**config.mk**
```make
export PLATFORM = sky130hd
export DESIGN_NAME = led_stream_decoder
export DESIGN_NICKNAME = d
export VERILOG_FILES = /design/src/rtl/led_stream_decoder.sv
export SDC_FILE = /design/constraint.sdc
export NUM_CORES = 1
export LEC_CHECK = 0
export BUFFER_PORTS_ARGS = -buffer_cell sky130_fd_sc_hd__buf_2
export CAP_MARGIN = 40
export CORE_ASPECT_RATIO = 1.1
export CORE_MARGIN = 1
export CORE_UTILIZATION = 57
export CTS_CLUSTER_SIZE = 20
export DETAILED_ROUTE_END_ITERATION = 10
export PLACE_DENSITY = 0.79
export SLEW_MARGIN = 20
export SYNTH_ARGS = -nofsm -noshare
export SYNTH_HDL_FRONTEND = slang
export SYNTH_SLANG_ARGS = --single-unit
```
**constraint.sdc**
```tcl
create_clock -name CLK -period 3.2 [get_ports CLK]
set_input_delay 0.16 -clock CLK [delete_from_list [all_inputs] [get_ports CLK]]
set_output_delay 0.16 -clock CLK [all_outputs]
set_load 0.02 [all_outputs]
```
**src/rtl/led_stream_decoder.sv**
```systemverilog
`default_nettype none
// ============================================================================
// Module   : led_stream_decoder
// Purpose  : Watches a one-hot running-light LED bus and decodes it back into
//            position, direction, step pulses and stall status. It flags
//            illegal patterns and non-adjacent jumps.
// Ports    : CLK        - system clock (rising edge)
//            Reset      - synchronous, active-high reset
//            LED_in     - LED vector under observation
//            Pos        - index of the lit LED
//            Pos_valid  - Pos holds a legal one-hot decode
//            Dir        - last step direction (1 = toward higher index)
//            Step       - one-cycle pulse per legal adjacent move
//            Stopped    - pattern unchanged for >= STALL_LIMIT samples
//            Error      - one-cycle pulse on an illegal pattern or jump
//            Fault      - sticky error flag, cleared only by Reset
//            Step_count - wrapping count of Step pulses
// Config   : LED_DECODER_STEP_COUNT_EN builds the 16-bit step counter.
//            When it is undefined, Step_count is tied to zero.
// Revision : 1.0 - initial release
// ============================================================================
module led_stream_decoder #(
    parameter int WIDTH       = 16,
    parameter int STALL_LIMIT = 1024
) (
    input  logic                     CLK,
    input  logic                     Reset,
    input  logic [WIDTH-1:0]         LED_in,
    output logic [$clog2(WIDTH)-1:0] Pos,
    output logic                     Pos_valid,
    output logic                     Dir,
    output logic                     Step,
    output logic                     Stopped,
    output logic                     Error,
    output logic                     Fault,
    output logic [15:0]              Step_count
);

    localparam int PW = $clog2(WIDTH);
    localparam int CW = $clog2(STALL_LIMIT + 1);
    localparam logic [CW-1:0] LIMIT = CW'(STALL_LIMIT);

    typedef enum logic [1:0] {
        S_IDLE    = 2'd0,
        S_TRACK   = 2'd1,
        S_STALLED = 2'd2,
        S_FAULT   = 2'd3
    } state_t;

    function automatic logic is_onehot(input logic [WIDTH-1:0] v);
        return (v != '0) && ((v & (v - WIDTH'(1))) == '0);
    endfunction

    // Ors together the indices of set bits; exact for a one-hot input.
    function automatic logic [PW-1:0] encode(input logic [WIDTH-1:0] v);
        logic [PW-1:0] r;
        r = '0;
        for (int i = 0; i < WIDTH; i++) begin
            if (v[i]) r = r | PW'(i);
        end
        return r;
    endfunction

    state_t           state_q, state_d;
    logic [WIDTH-1:0] cur_q, prev_q;
    logic [PW-1:0]    pos_q, pos_d;
    logic             pos_valid_q, pos_valid_d;
    logic             dir_q, dir_d;
    logic             step_q, step_d;
    logic             stopped_q, stopped_d;
    logic             error_q, error_d;
    logic             fault_q, fault_d;
    logic [CW-1:0]    stall_q, stall_d;

    logic             cur_legal, prev_legal;
    logic [PW-1:0]    cur_pos, prev_pos;
    logic             is_same, is_up, is_down;

    // Power-of-two WIDTH makes the PW-bit add/subtract wrap exactly mod WIDTH.
    always_comb begin
        cur_legal  = is_onehot(cur_q);
        prev_legal = is_onehot(prev_q);
        cur_pos    = encode(cur_q);
        prev_pos   = encode(prev_q);
        is_same    = (cur_q == prev_q);
        is_up      = (cur_pos == prev_pos + PW'(1));
        is_down    = (cur_pos == prev_pos - PW'(1));
    end

    always_comb begin
        state_d     = state_q;
        pos_d       = pos_q;
        pos_valid_d = pos_valid_q;
        dir_d       = dir_q;
        step_d      = 1'b0;
        stopped_d   = stopped_q;
        error_d     = 1'b0;
        fault_d     = fault_q;
        stall_d     = stall_q;

        case (state_q)
            S_IDLE: begin
                // Illegal samples here are the bus still settling: ignored.
                if (cur_legal) begin
                    pos_d       = cur_pos;
                    pos_valid_d = 1'b1;
                    state_d     = S_TRACK;
                end
            end
            S_TRACK, S_STALLED: begin
                if (!cur_legal) begin
                    error_d     = 1'b1;
                    fault_d     = 1'b1;
                    pos_valid_d = 1'b0;
                    state_d     = S_FAULT;
                end else begin
                    pos_d       = cur_pos;
                    pos_valid_d = 1'b1;
                    if (is_same) begin
                        if (stall_q >= LIMIT - CW'(1)) begin
                            stall_d   = LIMIT;
                            stopped_d = 1'b1;
                            state_d   = S_STALLED;
                        end else begin
                            stall_d = stall_q + CW'(1);
                        end
                    end else if (is_up || is_down) begin
                        step_d    = 1'b1;
                        dir_d     = is_up;
                        stall_d   = '0;
                        stopped_d = 1'b0;
                        state_d   = S_TRACK;
                    end else begin
                        error_d = 1'b1;
                        fault_d = 1'b1;
                        state_d = S_FAULT;
                    end
                end
            end
            S_FAULT: begin
                // Position keeps tracking; steps and stall logic are frozen.
                if (!cur_legal) begin
                    error_d     = 1'b1;
                    pos_valid_d = 1'b0;
                end else begin
                    pos_d       = cur_pos;
                    pos_valid_d = 1'b1;
                    // A jump is only judged against a legal previous sample.
                    if (prev_legal && !is_same && !is_up && !is_down) begin
                        error_d = 1'b1;
                    end
                end
            end
            default: state_d = S_IDLE;
        endcase
    end

    always_ff @(posedge CLK) begin
        if (Reset) begin
            cur_q       <= '0;
            prev_q      <= '0;
            state_q     <= S_IDLE;
            pos_q       <= '0;
            pos_valid_q <= 1'b0;
            dir_q       <= 1'b1;
            step_q      <= 1'b0;
            stopped_q   <= 1'b0;
            error_q     <= 1'b0;
            fault_q     <= 1'b0;
            stall_q     <= '0;
        end else begin
            cur_q       <= LED_in;
            prev_q      <= cur_q;
            state_q     <= state_d;
            pos_q       <= pos_d;
            pos_valid_q <= pos_valid_d;
            dir_q       <= dir_d;
            step_q      <= step_d;
            stopped_q   <= stopped_d;
            error_q     <= error_d;
            fault_q     <= fault_d;
            stall_q     <= stall_d;
        end
    end

`ifdef LED_DECODER_STEP_COUNT_EN
    logic [15:0] step_count_q;

    // Counts on the same edge that registers Step, so the two agree.
    always_ff @(posedge CLK) begin
        if (Reset) begin
            step_count_q <= '0;
        end else if (step_d) begin
            step_count_q <= step_count_q + 16'd1;
        end
    end

    assign Step_count = step_count_q;
`else
    assign Step_count = '0;
`endif

    assign Pos       = pos_q;
    assign Pos_valid = pos_valid_q;
    assign Dir       = dir_q;
    assign Step      = step_q;
    assign Stopped   = stopped_q;
    assign Error     = error_q;
    assign Fault     = fault_q;

endmodule
`default_nettype wire

```
# ---- After elaboration in Yosys (flattened, before gate mapping)
# Cells that the tools add are included.
dict set report totals {
  reg_bits 55
  in_bits 18
  out_inout_bits 26
  word_cells 116
}
dict set report op_classes {
  n_addsub 5
  n_lt_le_gt_ge 1
  n_eq_ne 12
  n_mux 57
  bitwise_logic 5
  n_reduce_logical 25
}
# op count
set ops {}
lappend ops {{2-to-1 mux 4 bit} 18}
lappend ops {{2-to-1 mux 11 bit} 3}
lappend ops {{AND 16 bit} 2}
lappend ops {{logical NOT 16 bit} 2}
lappend ops {{nonzero test 16 bit} 2}
lappend ops {{subtractor 16 x 1 -> 16 bit (second input constant)} 2}
lappend ops {{2-to-1 mux 3 bit} 8}
lappend ops {{2-to-1 mux 2 bit} 9}
lappend ops {{== test 16 bit} 1}
lappend ops {{2-to-1 mux 1 bit} 16}
lappend ops {{adder 11 x 1 -> 11 bit (second input constant)} 1}
lappend ops {{>= comparator 11 x 10 -> 1 bit (second input constant)} 1}
lappend ops {{AND reduction 3 bit} 3}
lappend ops {{== test 4 bit} 2}
lappend ops {{AND reduction 4 bit} 2}
lappend ops {{OR reduction 4 bit} 2}
lappend ops {{inequality test 2 bit (second input constant)} 3}
lappend ops {{logical AND 1 bit} 5}
lappend ops {{adder 4 x 1 -> 4 bit (second input constant)} 1}
lappend ops {{== test 2 bit (second input constant)} 2}
lappend ops {{inequality test 2 x 1 -> 1 bit (second input constant)} 2}
lappend ops {{inequality test 4 bit (second input constant)} 1}
lappend ops {{case mux 1 bit (2 select lines)} 2}
lappend ops {{case mux 2 bit (2 select lines)} 1}
lappend ops {{other kinds (9)} 14}

# ---- Longest topological paths before layout
# Gate-level depths: netlist (run 1).
dict set report logic_depth {
  ltp_word 23
  mapped_depth 10
  ltp_nobuf 9
}

# ---- Worst setup path after synthesis (run 1)
# No wires, ideal clock.
dict set report synth_timing {
  path_kind {reg-to-reg}
  startpoint {register prev_q[3]}
  endpoint {register stall_q[9]}
  setup_ns 0.103
  arrival_time_ns 2.464
  required_ns 3.097
  path_slack_ns 0.633
  path_stages_with_launch 9
  path_buffers 0
  synth_period_minus_slack_ns 2.567
  path_cell_list {dfxtp_1 > nor4_1 > and3_1 > ha_1 > nor4_1 > nand3_1 > a311o_1 > and4b_1 > a2111oi_2}
}
dict set report synth_via {
  elab_chain_len 18
  elab_cells_between_ends 22
  classes_between {add/sub: 2; eq/ne: 3; mux: 14; reduce/logical: 3}
}
# item line
set synth_lines {}
lappend synth_lines {{start: declaration} 65} ;# logic [WIDTH-1:0] cur_q, prev_q;
lappend synth_lines {{start signal: assignment} 173} ;# prev_q <= cur_q;
lappend synth_lines {{2-to-1 mux 2 bit} 59} ;# if (v[i]) r = r | PW'(i);
lappend synth_lines {{2-to-1 mux 3 bit (4 in a row)} 59}
lappend synth_lines {{2-to-1 mux 4 bit (8 in a row)} 59}
lappend synth_lines {{adder 4 x 1 -> 4 bit or subtractor 4 x 1 -> 4 bit (tied branches)} {86, 87}}
lappend synth_lines {{== test 4 bit, on equally long branches} {86, 87}}
lappend synth_lines {{logical OR 1 bit} 127} ;# end else if (is_up || is_down) begin
lappend synth_lines {{nonzero test 2 bit (no source line)} n/a}
lappend synth_lines {{AND reduction 3 bit (no source line)} n/a}
lappend synth_lines {{end signal: assignment} 182} ;# stall_q <= stall_d;
lappend synth_lines {{end: declaration} 73} ;# logic [CW-1:0] stall_q, stall_d;
# Parallel ways exist; a longest one is shown, timed or not.
# A chain may end at the register's enable or synchronous reset.

# ---- Worst setup path in the final report (run 1)
dict set report layout_timing {
  startpoint {register prev_q[15]}
  endpoint {register stall_q[9]}
}
dict set report layout_via {
  elab_chain_len 6
  elab_cells_between_ends 10
  classes_between {add/sub: 2; eq/ne: 3; mux: 2; reduce/logical: 3}
}
# item line
set layout_lines {}
lappend layout_lines {{2-to-1 mux 4 bit} 59}
lappend layout_lines {{adder 4 x 1 -> 4 bit or subtractor 4 x 1 -> 4 bit (tied branches)} {86, 87}}
lappend layout_lines {{== test 4 bit, on equally long branches} {86, 87}}
lappend layout_lines {{logical OR 1 bit} 127}
lappend layout_lines {{nonzero test 2 bit (no source line)} n/a}
lappend layout_lines {{AND reduction 3 bit (no source line)} n/a}
# Parallel ways exist; a longest one is shown, timed or not.

==> out/metrics.csv, run 1 <==
stage,metric,value,unit
status,status,"complete, no violations",
floorplan,Chip Height,79.15,um
power,Switching Share,32.93,%
place,HPWL after DPL,4.750,mm
global_route,largest net degree at the start of global routing,42,
critical_path,worst path cell trace,nor2_1 -> nand4_1 -> inv_1 -> ha_1 -> nor4_2 -> nand3_1 -> a311o_1 -> and4b_1 -> a2111oi_2,
place,Placement Cell Area,0.003219,sq mm
routing,final wirelength,6.559,mm
global_route,initial antenna violation count,0,
yosys,yosys warns,0,
yosys,syn_area_per_cell,8.639,sq um
global_route,vias in the first global route,2444,
hold_path,Hold WC Path Type,input port to register,
yosys,post-synthesis cell area,0.003084,sq mm
timing,final period utilization,88.99,%
power,P_sw,0.5871,mW
timing,unrepaired setup endpoints after global routing,false,
routing,DRC Markers,0,
flow_run,max_cap viols,0,
clock_network,TritonCTS clock tree,built,
yosys,"Seq/Total Area, Yosys",35.70,%
timing,setup skew after layout,0.01138,ns
final_layout,fillers,433,
routing,Detailed Routing Iterations Pass 1,4,
yosys,largest family of logic cells by synthesized area,simple AND/OR/NAND/NOR gates,
yosys,simple-gate share of the synthesized area,27.63,%
clock_network,Sink Count,55,
floorplan,die area,0.005709,sq mm
floorplan,Core ar.,0.005101,sq mm
final_layout,ANT cells,0,
yosys,Unique masters post-synth,62,
timing,final setup fails,0,
final_layout,# nets final,406,
timing,Worst slew margin,60.24,%
power,power share of the clock group,27.5,%
timing,worst slew pin tran,0.5910,ns
global_route,GRT Total Usage,24.73,%
routing,DR vias/cell,5.823,
global_route,most crowded layer after global routing,met2,
clock_network,hold buffer count at cts,0,
routing,DR WL/cell,14.48,um
power,static leakage power,1.394,nW
clock_network,clock latency on the worst-skew pair,0.31,ns
power,combinational power share,26.8,%
yosys,asr flop ratio synth,0,%
critical_path,CP Launch Type,register,
place,DP Worst Slack,0.2822,ns
routing,Iteration-0 DRC Markers,185,
timing,Setup WS post-layout,0.3524,ns
yosys,Synth Area in Compound Gates,18.22,%
global_route,GRT overflow,0,
yosys,Post-Synth Adder-Cell Area,3.570,%
place,IO Port Bufs,27,
yosys,"FF+latch count, synth",55,
clock_network,CTS root buf,clkbuf_8,
yosys,Main synth FF type,dfxtp_1,
floorplan,Ports,44,
power,sequential power share,45.7,%
timing,Final Max Tran Viols,0,
critical_path,Critical Path AT,3.06,ns
global_route,met2 Resource Use GR,40.84,%
critical_path,CP required,3.41,ns
timing,Max Clk Rate,351.2,MHz
final_layout,final instance area,0.003352,sq mm
critical_path,largest fanout on the critical path,6,
floorplan,Placement Rows,27,
final_layout,area grow syn2layout,8.681,%
timing,final hold vios,0,
floorplan,starting density of the core,60.46,%
final_layout,fraction of layout cells with a size suffix above 1,15.22,%
global_route,first-pass GRT wire length,11.12,mm
clock_network,CTS max path bufs,2,
critical_path,max incr delay on CP,0.45,ns
power,power per cell area,531.8,mW/mm^2
global_route,M3 GR Usage,4.695,%
timing,final period demand of the worst path,2.848,ns
critical_path,Crit-path slowest cell,a311o_1,
power,P_int,1.196,mW
critical_path,WS Path Type,register to register,
place,GP Congestion,0.8670,
power,Total Power,1.783,mW
global_route,met1 Use GR,32.05,%
clock_network,Worst-path clk slew,0.11,ns
routing,Post-DRT Antenna Nets,0,
yosys,"EDFF count, synth",0,
clock_network,Num CTS Buffers,5,
timing,setup_tns,0,ns
yosys,XOR/XNOR Fraction of Synth Area,6.247,%
floorplan,Die X,72.14,um
clock_network,H-tree depth,2,
yosys,Mapped Cells,357,
critical_path,CP endpoint kind,register,
routing,Vias,2638,
power,Peak VDD IR,0.2844,mV
yosys,multiplexer share of the synthesized area,0.3245,%
synth_stat cells, types with 3 or more instances:
| library cell | n | area (sq um) |
|---|---|---|
| buf_2 | 3 | 15.01 |
| a21o_1 | 4 | 30.03 |
| ha_1 | 8 | 100.1 |
| or4_1 | 3 | 22.52 |
| buf_4 | 17 | 127.6 |
| nand2b_1 | 4 | 25.02 |
| nor2b_1 | 32 | 200.2 |
| or2_2 | 3 | 18.77 |
| a21oi_1 | 11 | 55.05 |
| nand4_1 | 5 | 31.28 |
| xnor2_1 | 5 | 43.79 |
| and3_1 | 8 | 50.05 |
| a211oi_1 | 4 | 30.03 |
| or3_1 | 5 | 31.28 |
| xor2_1 | 17 | 148.9 |
| clkbuf_1 | 8 | 30.03 |
| nor3_1 | 12 | 60.06 |
| o21ai_0 | 10 | 50.05 |
| inv_1 | 13 | 48.80 |
| nor4_1 | 16 | 100.1 |
| a221oi_2 | 4 | 60.06 |
| nand3_1 | 5 | 25.02 |
| dfxtp_1 | 55 | 1101 |
| a2111oi_0 | 5 | 43.79 |
| nor2_1 | 33 | 123.9 |
| nand2_1 | 16 | 60.06 |
| o211ai_1 | 5 | 37.54 |
sequential cells by signal, indices dropped and copies added, names as in the netlist:
register	count
Dir	1
Error	1
Fault	1
Pos	4
Pos_valid	1
Step	1
Stopped	1
cur_q	16
prev_q	16
stall_q	11
state_q	2
placed cells by master, fill, tap and decap left out, types with 3 or more instances in the layout:
master,netlist,routed
nand2b_1,4,4
and3_1,8,8
nand2_1,16,16
nor4_1,16,15
xor2_1,17,17
nand4_1,5,5
ha_1,8,8
inv_1,13,13
a21o_1,4,4
nor4_2,2,3
or3_1,5,5
nor3_1,12,12
nor2_1,33,33
a2111oi_0,5,5
or4_1,3,3
or2_2,3,3
buf_2,3,27
buf_4,17,5
xnor2_1,5,5
a21oi_1,11,11
a211oi_1,4,4
dfxtp_1,55,55
nand3_1,5,4
nor2b_1,32,32
o211ai_1,5,5
conb_1,1,16
o21ai_0,10,10
clkbuf_8,0,6
a221oi_2,4,4
final timing paths:
| kind | slack [ns] | start | to | cells after the start |
|---|---|---|---|---|
| setup / recovery | 0.35 | prev_q[15] | stall_q[9] | 9 |
| setup reg to reg | 0.35 | prev_q[15] | stall_q[9] | 9 |
| hold / removal | 0.05 | LED_in[15] | cur_q[15] | 2 |
| hold reg to reg | 0.46 | Pos_valid | Pos_valid | 2 |
power by group through the flow:
stage | Combinational, mW | Sequential [mW] | Clock, mW
global route | 0.528 | 0.824 | 0.530
CTS | 0.472 | 0.814 | 0.498
floorplan | 0.345 | 0.849 | 0
global placement | 0.460 | 0.826 | 0
detailed placement | 0.469 | 0.830 | 0
finish | 0.478 | 0.814 | 0.490
worst max-delay path, delay by kind of cell, from the launching register on:
kind | cells | cell delay, ns
compound gates | 2 | 0.76
fa+ha+maj | 1 | 0.29
buf+inv | 1 | 0.13
flops | 1 | 0.38
simple gates | 5 | 1.18
routing by layer:
metal	routed length [um]	share of wire (%)
met1	2994	46
met5	0	0
met2	3114	47
met3	354	5.4
met4	96	1.5
area by class of cell:
type / count / area, sq um / area share [%]
timing repair buffer: 33 / 192.7 / 5.748
inverter: 13 / 48.80 / 1.456
clock inverter: 2 / 38.79 / 1.157
sequential: 55 / 1101 / 32.85
multi-input combinational: 272 / 1798 / 53.64
tap: 72 / 90.09 / 2.688
clock buffer: 6 / 82.58 / 2.464
cells by family (layout without fill, tap and decap cells):
kind of cell,Yosys count,after routing
and+or+nand+nor,153,153
AOI/OAI and AO/OA,71,71
DFF,55,55
buffers and inverters,45,54
xor gates and xnor gates,22,22
adders and majority gates,9,9
other,1,16
muxes,1,1
what timing repair did:
item                                    CTS  global route
buffers inserted                          0             0
gates resized for setup                   0             2
endpoints found under the setup margin    0            13
through the flow:
step	hold WS, ns	cells	util (%)
floorplan	0.2882	372	-
finish	0.04653	453	65.71
global route	0.03226	453	65.71
CTS	0.04746	453	65.49
global placement	0.3664	444	62.72
detailed placement	0.3716	445	63.11
(Power assumes the default switching activity.)
==> inputs of run 2 (changes only) <==
==> config.mk (replaced) <==
export PLATFORM = sky130hd
export DESIGN_NAME = led_stream_decoder
export DESIGN_NICKNAME = d
export VERILOG_FILES = /design/src/rtl/led_stream_decoder.sv
export SDC_FILE = /design/constraint.sdc
export NUM_CORES = 1
export LEC_CHECK = 0
export ABC_AREA = 1
export BUFFER_PORTS_ARGS = -buffer_cell sky130_fd_sc_hd__buf_2
export CAP_MARGIN = 40
export CORE_ASPECT_RATIO = 1.1
export CORE_MARGIN = 1
export CORE_UTILIZATION = 58
export CTS_CLUSTER_SIZE = 8
export DETAILED_ROUTE_END_ITERATION = 10
export PLACE_DENSITY = 0.8
export SYNTH_ARGS = -nofsm -noshare
export SYNTH_HDL_FRONTEND = slang
export SYNTH_SLANG_ARGS = --single-unit
==> out/metrics.csv, run 2 <==
stage,metric,value,unit,change
clock_network,Post-CTS Setup Inserts,0,,unchanged
clock_network,CTS max path bufs,2,,unchanged
timing,Max Clk Rate,448.1,MHz,+28%
hold_path,Hold WC Path Type,input port to register,,
yosys,"FF+latch count, synth",55,,unchanged
global_route,largest net degree at the start of global routing,41,,-2.4%
critical_path,max incr delay on CP,0.37,ns,-0.08 ns
yosys,largest family of logic cells by synthesized area,simple AND/OR/NAND/NOR gates,,
routing,DR vias/cell,4.941,,-15%
timing,Setup WS post-layout,0.9683,ns,+0.6159 ns
critical_path,CP endpoint kind,register,,
yosys,post-synthesis cell area,0.003294,sq mm,+6.8%
power,P_int,1.169,mW,-2.2%
timing,Worst slew margin,60.78,%,+0.54 points
timing,Final Max Tran Viols,0,,unchanged
floorplan,die area,0.005986,sq mm,+4.8%
routing,final wirelength,6.944,mm,+5.9%
place,HPWL after DPL,5.317,mm,+12%
yosys,Synth Area in Compound Gates,8.090,%,-10 points
floorplan,starting density of the core,60.67,%,+0.21 points
floorplan,Die X,73.86,um,+2.4%
clock_network,post_cts resized,0,,unchanged
yosys,Post-Synth Adder-Cell Area,3.038,%,-0.53 points
global_route,vias in the first global route,2838,,+16%
place,GP Congestion,0.9190,,+6.0%
yosys,largest cells by area after synthesis,"dfxtp_1, nand2_1, nor2_1",,
final_layout,# nets final,561,,+38%
yosys,"top cells by count, synth","nand2_1, nor2_1, inv_1",,
final_layout,post-layout util,65.41,%,-0.30 points
power,sequential power share,44.4,%,-1.3 points
yosys,Main synth FF type,dfxtp_1,,
power,P_sw,0.6620,mW,+13%
critical_path,R2R Path Start,prev_q[15],,
yosys,share of the synthesized area in the top cell type,33.42,%,-2.3 points
routing,DRC Markers,0,,unchanged
global_route,first-pass GRT wire length,11.75,mm,+5.6%
clock_network,Worst-path clk slew,0.10,ns,about the same
timing,final hold vios,0,,unchanged
yosys,multiplexer share of the synthesized area,0,%,-0.32 points
yosys,XOR/XNOR Fraction of Synth Area,6.115,%,-0.13 points
flow_run,max_cap viols,0,,unchanged
floorplan,Core ar.,0.005430,sq mm,+6.5%
yosys,"Seq/Total Area, Yosys",33.42,%,-2.3 points
clock_network,H-tree depth,2,,unchanged
final_layout,top flop regs,"cur_q (16), prev_q (16), stall_q (11)",,
critical_path,CP Launch Type,register,,
timing,unrepaired setup endpoints after global routing,false,,
routing,Vias,3019,,+14%
critical_path,WS Path Type,register to register,,
clock_network,CTS root buf,clkbuf_8,,
floorplan,Chip Height,81.05,um,+2.4%
timing,final period utilization,69.74,%,-19 points
clock_network,clock latency on the worst-skew pair,0.32,ns,about the same
power,Peak VDD IR,0.2685,mV,-5.6%
final_layout,area grow syn2layout,7.824,%,
critical_path,Crit-path slowest cell,dfxtp_1,,
global_route,GRT overflow,0,,unchanged
timing,Hold WS,0.03384,ns,-0.01269 ns
routing,DR WL/cell,11.36,um,-22%
hold_path,HP Start,LED_in[7],,
critical_path,Critical Path AT,2.45,ns,-0.61 ns
place,IO Port Bufs,27,,unchanged
yosys,Mapped Cells,507,,+42%
global_route,GRT Total Usage,25.09,%,+0.37 points
timing,worst slew pin tran,0.5876,ns,-0.003369 ns
routing,Detailed Routing Iterations Pass 1,4,,unchanged
power,Switching Share,36.16,%,+3.2 points
power,power per cell area,515.4,mW/mm^2,-3.1%
clock_network,Sink Count,55,,unchanged
clock_network,TritonCTS clock tree,built,,
timing,setup skew after layout,0.008027,ns,-0.003348 ns
critical_path,most frequent CP cell,nand2_1,,
critical_path,CP required,3.42,ns,about the same
place,DP Worst Slack,0.9954,ns,+0.7132 ns
power,combinational power share,29.5,%,+2.7 points
global_route,initial antenna violation count,0,,unchanged
yosys,syn_area_per_cell,6.498,sq um,-25%
clock_network,Num CTS Buffers,5,,unchanged
timing,final period demand of the worst path,2.232,ns,-0.6159 ns
final_layout,ANT cells,0,,unchanged
timing,final setup fails,0,,unchanged
routing,Post-DRT Antenna Nets,0,,unchanged
timing,setup_tns,0,ns,unchanged
yosys,Yosys top cell by area,dfxtp_1,,
yosys,yosys warns,0,,unchanged
clock_network,hold buffer count at cts,0,,unchanged
final_layout,fraction of layout cells with a size suffix above 1,12.87,%,-2.3 points
final_layout,most frequent cells in the layout,"nor2_1, nand2_1, inv_1, dfxtp_1, buf_2",,
critical_path,largest fanout on the critical path,14,,+8
floorplan,Placement Rows,28,,+3.7%
power,static leakage power,1.822,nW,+31%
power,power share of the clock group,26.1,%,-1.4 points
yosys,"EDFF count, synth",0,,unchanged
critical_path,worst path cell trace,nor2_2 -> nand2_1 -> nor2_2 -> ha_1 -> o21bai_1 -> nand2_1 -> inv_1 -> nand2_1 -> nor2_1 -> nand2_1 -> nand3_2 -> nand2_4 -> inv_2 -> nor2_1 -> nor2_1,,
critical_path,Crit. Startpoint,prev_q[15],,
yosys,asr flop ratio synth,0,%,unchanged
routing,Iteration-0 DRC Markers,108,,-42%
yosys,Unique masters post-synth,30,,-52%
yosys,simple-gate share of the synthesized area,37.14,%,+9.5 points
floorplan,Ports,44,,unchanged
status,status,"complete, no violations",,
-- run 2: cell types whose count changed after synthesis, sizes merged, moves of 6 or more --
cell / delta
a2111oi: -6
a21oi: +8
a221oi: -6
and3: -7
buf: -6
inv: +53
nand2: +104
nand3: +16
nor2: +97
nor2b: -32
nor4: -18
o21ai: +13
-- run 2: power groups by stage --
stage,Combinational (mW),Clock [mW],Sequential [mW]
floorplan,0.386,0,0.857
global placement,0.521,0,0.824
detailed placement,0.538,0,0.829
CTS,0.542,0.484,0.813
global route,0.616,0.502,0.821
finish,0.541,0.478,0.812
-- run 2: path summary, 6_finish.rpt --
| kind | endpoint | slack [ns] | cells after the start |
|---|---|---|---|
| max | stall_q[7] | 0.97 | 15 |
| min | cur_q[7] | 0.03 | 3 |
| max reg2reg | stall_q[7] | 0.97 | 15 |
| min reg2reg | Fault | 0.45 | 2 |
-- run 2: metal layers --
metal	global-route usage (%)	routed length, um
met4	9.615	192
met2	48.17	3510
met5	0	0
met3	3.102	175
met1	27.64	3066
-- run 2: per-stage QoR --
stage | cells | power (mW) | area, sq um
3_5_place_dp | 603 | 1.366 | 3437
6_report | 611 | 1.831 | 3552
2_1_floorplan | 522 | 1.243 | 3351
4_1_cts | 611 | 1.838 | 3552
3_3_place_gp | 603 | 1.345 | 3437
5_1_grt | 611 | 1.938 | 3552
-- run 2: kinds of logic (layout without fill, tap and decap cells) --
logic type / Yosys count / in the layout
AO/OA/AOI/OAI: 45 / 45
flip-flops: 55 / 55
XOR/XNOR: 23 / 23
adder cells (fa/ha/maj): 8 / 8
AND/OR/NAND/NOR: 287 / 287
other: 1 / 16
buffers and inverters: 88 / 102
-- run 2: critical path: cells and delay by family, from the launching register on --
kind,cells,cell delay (ns)
fa+ha+maj,1,0.27
compound gates,1,0.16
buf+inv,2,0.14
flops,1,0.37
simple gates,11,1.19
-- run 2: layout make-up --
type	instances	area, sq um
Clock inverter	3	46.29
Inverter	66	247.7
Timing Repair Buffer	28	142.6
Clock buffer	5	68.82
Fill cell	511	1878
Sequential cell	55	1101
Multi-Input combinational cell	379	1852
Tap cell	75	93.84
